<file path="config.mk">
export PLATFORM = sky130hd
export DESIGN_NAME = alu_arbiter
export DESIGN_NICKNAME = d
export VERILOG_FILES = /design/src/rtl/alu_arbiter.sv
export SDC_FILE = /design/constraint.sdc
export NUM_CORES = 1
export LEC_CHECK = 0
export ABC_CLOCK_PERIOD_IN_PS = 2280
export BUFFER_PORTS_ARGS = -buffer_cell sky130_fd_sc_hd__buf_2
export CORE_UTILIZATION = 30
export CTS_CLUSTER_DIAMETER = 200
export DETAILED_ROUTE_END_ITERATION = 8
export PLACE_DENSITY_LB_ADDON = 0.2
export SETUP_SLACK_MARGIN = 0.2
export SYNTH_ARGS = -nofsm -noshare
export SYNTH_HDL_FRONTEND = slang
export SYNTH_SLANG_ARGS = --single-unit
</file>
<file path="constraint.sdc">
create_clock -name clk -period 2.28 [get_ports clk]
set_clock_uncertainty 0.1 [all_clocks]
set_input_delay 0.228 -clock clk [delete_from_list [all_inputs] [get_ports clk]]
set_output_delay 0.228 -clock clk [all_outputs]
set_load 0.05 [all_outputs]
</file>
<file path="src/rtl/alu_arbiter.sv">
// alu_arbiter: two-port round-robin arbiter that sequences the shared 8-bit
// combinational ALU. The winning port's operands are registered into the ALU,
// held for SETTLE_CYCLES edges so the ALU output settles, then the result and
// flags are captured and a one-cycle done pulse goes to the granted port.
module alu_arbiter #(
  parameter int unsigned SETTLE_CYCLES = 4
) (
  input  logic       clk,
  input  logic       rst,
  input  logic       req0,
  input  logic       req1,
  input  logic [7:0] a0,
  input  logic [7:0] b0,
  input  logic [7:0] a1,
  input  logic [7:0] b1,
  input  logic [2:0] f0,
  input  logic [2:0] f1,
  output logic [1:0] gnt,
  output logic       done0,
  output logic       done1,
  output logic [7:0] res_w,
  output logic       res_c,
  output logic       res_z,
  output logic       busy,
  output logic [7:0] alu_a,
  output logic [7:0] alu_b,
  output logic [2:0] alu_f,
  input  logic [7:0] alu_w,
  input  logic       alu_c,
  input  logic       alu_z
);

  typedef enum logic [1:0] {
    ST_IDLE,
    ST_WAIT,
    ST_DONE
  } state_t;

  localparam logic [3:0] LAST_CNT = 4'(SETTLE_CYCLES - 1);

  state_t     state_q, state_d;
  logic [3:0] cnt_q, cnt_d;
  logic       last_q, last_d;
  logic       port_q, port_d;
  logic [7:0] alu_a_q, alu_a_d;
  logic [7:0] alu_b_q, alu_b_d;
  logic [2:0] alu_f_q, alu_f_d;
  logic [7:0] res_w_q, res_w_d;
  logic       res_c_q, res_c_d;
  logic       res_z_q, res_z_d;

  logic       anyReq;
  logic       winner;

  // Round-robin pick: on a tie the port not served last wins, otherwise the sole requester.
  always_comb begin
    anyReq = req0 | req1;
    winner = (req0 && req1) ? ~last_q : req1;
  end

  // State and datapath registers; reset leaves last-served at port 1 so port 0 wins the first tie.
  always_ff @(posedge clk or posedge rst) begin
    if (rst) begin
      state_q <= ST_IDLE;
      cnt_q   <= 4'd0;
      last_q  <= 1'b1;
      port_q  <= 1'b0;
      alu_a_q <= 8'd0;
      alu_b_q <= 8'd0;
      alu_f_q <= 3'd0;
      res_w_q <= 8'd0;
      res_c_q <= 1'b0;
      res_z_q <= 1'b0;
    end else begin
      state_q <= state_d;
      cnt_q   <= cnt_d;
      last_q  <= last_d;
      port_q  <= port_d;
      alu_a_q <= alu_a_d;
      alu_b_q <= alu_b_d;
      alu_f_q <= alu_f_d;
      res_w_q <= res_w_d;
      res_c_q <= res_c_d;
      res_z_q <= res_z_d;
    end
  end

  // Next state: operands are latched only at the grant edge, results only at the final settle edge.
  always_comb begin
    state_d = state_q;
    cnt_d   = cnt_q;
    last_d  = last_q;
    port_d  = port_q;
    alu_a_d = alu_a_q;
    alu_b_d = alu_b_q;
    alu_f_d = alu_f_q;
    res_w_d = res_w_q;
    res_c_d = res_c_q;
    res_z_d = res_z_q;
    case (state_q)
      ST_IDLE: begin
        if (anyReq) begin
          port_d  = winner;
          alu_a_d = winner ? a1 : a0;
          alu_b_d = winner ? b1 : b0;
          alu_f_d = winner ? f1 : f0;
          cnt_d   = 4'd0;
          state_d = ST_WAIT;
        end
      end
      ST_WAIT: begin
        cnt_d = cnt_q + 4'd1;
        if (cnt_q == LAST_CNT) begin
          res_w_d = alu_w;
          res_c_d = alu_c;
          res_z_d = alu_z;
          last_d  = port_q;
          state_d = ST_DONE;
        end
      end
      ST_DONE: begin
        state_d = ST_IDLE;
      end
      default: begin
        state_d = ST_IDLE;
      end
    endcase
  end

  // Outputs: grant and busy cover WAIT and DONE; done goes only to the port holding the grant.
  always_comb begin
    busy  = (state_q != ST_IDLE);
    gnt   = busy ? (port_q ? 2'b10 : 2'b01) : 2'b00;
    done0 = (state_q == ST_DONE) && !port_q;
    done1 = (state_q == ST_DONE) && port_q;
    alu_a = alu_a_q;
    alu_b = alu_b_q;
    alu_f = alu_f_q;
    res_w = res_w_q;
    res_c = res_c_q;
    res_z = res_z_q;
  end

endmodule
</file>
==> impl_metrics.csv <==
group,metric,value,unit
logic_synthesis,ys_types,21,
critical_path,worstPathArrival,1.47,ns
min_path,hp-class,"primary input to flip-flop",
power,power_switching,1.92,mW
power,p_clk_share,11.7,%
global_routing,grtUsageTotal,11.4,%
layout,drive_gt1_share,69.3,%
flow_run,maxCapViolCount,0,
cts,clk_path_buf_depth,2,
logic_synthesis,yosysWarnings,0,
die,ios,86,
logic_synthesis,synthAdderAreaFrac,0.708,%
global_routing,antenna_found_initial,0,
sta,tns,0,ns
layout,final_core_util,42.5,%
detailed_routing,vias,1258,
min_path,hold-path-endpoint,"res_w[1]",
detailed_routing,routed_wl,3440,microns
cts,cts.sinks,37,
sta,hold_viol,0,
cts,root_buffer,"clkbuf_8",
power,comb_power_share,57.7,%
sta,worst_pin_slew,0.470,ns
logic_synthesis,synth_top_family_by_area,"multiplexers",
cts,cts_buffers,5,
min_path,min_path_cells,2,
critical_path,reg2reg_depth,4,
sta,rsz0062_at_grt,"no",
critical_path,r2r-start,"cnt_q[0]",
critical_path,r2r_setup_slack,0.53,ns
status,status,"finished clean",
logic_synthesis,synth-simple-area-share,4.32,%
detailed_routing,drc_errors,0,
power,power_density,1610,nW/um^2
placed_design,gp_congestion,0.658,
detailed_routing,drt_iter0_markers,13,
layout,layout_common_cells,"85 x buf_2, 36 x dfrtp_1, 30 x mux2_2, 19 x mux2_4, 5 x clkbuf_8",
logic_synthesis,synthXorXnorAreaFrac,0,%
die,dieArea,6200,sq um
die,start_util,31.5,%
die,row_count,27,
cts,cts_resized,0,
power,leakagePower,1.24,nW
power,ir_drop,767,uV
cts,clk_pin_slew,0.08,ns
layout,nets,264,
layout,seqCellArea,927,sq um
cts,h-tree-depth,2,
die,die-height,78.7,microns
cts,clock_latency,0.28,ns
sta,finalCritPeriodShare,78.9,%
critical_path,required,1.95,ns
logic_synthesis,yosysSeqAreaShare,52.5,%
layout,n_fill_cell,557,
critical_path,r2r_end,"res_w[3]",
detailed_routing,first_pass_iters,3,
logic_synthesis,postSynthCellCount,120,
sta,drv_slew,0,
cts,cts_tree,"built",
detailed_routing,drtAntennaViolNets,0,
layout,multi_input_area,795,sq um
layout,diodes,0,
die,die_w,78.7,microns
global_routing,grt_max_degree,38,
detailed_routing,avgViaCountPerCell,4.43,
detailed_routing,wl_per_cell,12.1,microns
power,pwr-share-seq,30.5,%
logic_synthesis,syn_nets,173,
sta,fmax,0.556,GHz
sta,slew_headroom,68.6,%
min_path,min-delay-start,"alu_w[1]",
logic_synthesis,synth_area,1770,sq um
critical_path,crit_type,"flip-flop to output port",
sta,setup_viol,0,
placed_design,dp_slack,0.512,ns
logic_synthesis,synth_area_per_cell,14.7,sq um
critical_path,critPathCaptureType,"output port",
power,switching_share,50.0,%
logic_synthesis,synth-seq-cells,37,
power,intPower,1.93,mW
cts,post_cts_buffers,0,
power,power,3.85,mW
critical_path,critPathMaxFanout,7,
placed_design,hpwl,2450,microns
global_routing,grt_pass1_vias,1259,
placed_design,port_buffers,85,
logic_synthesis,synth.area.mux_share,36.4,%
critical_path,cp-start-kind,"flip-flop",
global_routing,gr-total-overflow,0,
layout,area_delta_synth_final,35.0,%
layout,final_common_cell,"buf_2",
sta,final.setup.worst_slack,0.482,ns
sta,fin_crit,1.80,ns
logic_synthesis,synth-compound-area-share,3.33,%
die,core,5610,sq um
global_routing,grt_pass1_wl,5440,microns
[how the worst max path moves through the flow]
stage,endpoint,from,cells past startpoint
after floorplan,done0,port_q,1
after global placement,res_w[1],cnt_q[0],4
after detailed placement,res_w[3],cnt_q[0],4
after CTS,gnt[1],state_q[1],4
after global routing,gnt[1],state_q[1],4
final,gnt[1],state_q[1],4
[per-stage QoR]
stage / instances / cell area, sq um / hold WS [ns]
3_5_place_dp: 275 / 2280 / 0.271
4_1_cts: 284 / 2380 / 0.0552
3_3_place_gp: 275 / 2280 / 0.269
2_1_floorplan: 120 / 1770 / 0.278
6_report: 284 / 2380 / 0.0659
5_1_grt: 284 / 2380 / 0.0497
[sequential cells by signal, summed over array words and instances, names as in the netlist]
signal,cells
res_z,1
res_w,8
alu_a,8
last_q,1
cnt_q,4
state_q,2
res_c,1
port_q,1
alu_b,8
alu_f,3
[power by group through the flow]
| stage | combinational [mW] | clock, mW | sequential [mW] |
|---|---|---|---|
| 2_1_floorplan | 0.823 | 0 | 2.11 |
| 6_report | 2.22 | 0.452 | 1.17 |
| 3_3_place_gp | 2.23 | 0 | 1.18 |
| 5_1_grt | 2.35 | 0.510 | 1.23 |
| 3_5_place_dp | 2.25 | 0 | 1.19 |
| 4_1_cts | 2.25 | 0.480 | 1.18 |
[per-layer routing]
metal | wire (microns) | GRT usage (%)
met1 | 1580 | 14.4
met2 | 1530 | 18.3
met5 | 0 | 0
met4 | 34 | 4.44
met3 | 302 | 3.45
[worst max-delay path, stage by stage, from the launching register on]
cell and delay [ns]:
dfrtp_1 0.41, nor2_1 0.21, inv_1 0.16, and2_1 0.19, buf_2 0.21
[cell type report]
type / count / area share, %
tap: 72 / 3.78
timing repair buffer: 89 / 19.7
sequential: 37 / 38.9
clock inverter: 3 / 0.944
inverter: 3 / 0.472
multi-input combinational: 75 / 33.3
clock buffer: 5 / 2.89
[cells in the mapped netlist]
master / number / area, sq um
dfrtp_1: 36 / 901
mux2_2: 30 / 338
mux2_4: 19 / 285
o21ai_0: 5 / 25.0
nand2_1: 4 / 15.0
buf_2: 3 / 15.0
inv_1: 3 / 11.3
nor2_1: 3 / 11.3
buf_6: 2 / 22.5
mux2i_1: 2 / 20.0
nor3b_1: 2 / 15.0
o211ai_1: 2 / 15.0
a21bo_1: 1 / 10.0
and2_1: 1 / 6.26
and2b_1: 1 / 7.51
and3b_1: 1 / 8.76
dfstp_2: 1 / 26.3
ha_1: 1 / 12.5
nand2b_1: 1 / 6.26
nand4_1: 1 / 6.26
o2bb2ai_1: 1 / 8.76
[what timing repair did]
item	in CTS	in global routing
hold buffers	1	0
setup endpoints to repair	0	0
endpoints found under the hold margin	36	0
[cell families (layout without fill, tap and decap cells)]
| family | count (synthesis) | count (layout) |
|---|---|---|
| AO/OA/AOI/OAI | 9 | 9 |
| adder cells (fa/ha/maj) | 1 | 1 |
| buffers and inverters | 8 | 100 |
| flip-flops | 37 | 37 |
| multiplexers | 51 | 51 |
| AND/OR/NAND/NOR | 14 | 14 |
Note: power is estimated with default switching activity, not from simulation.
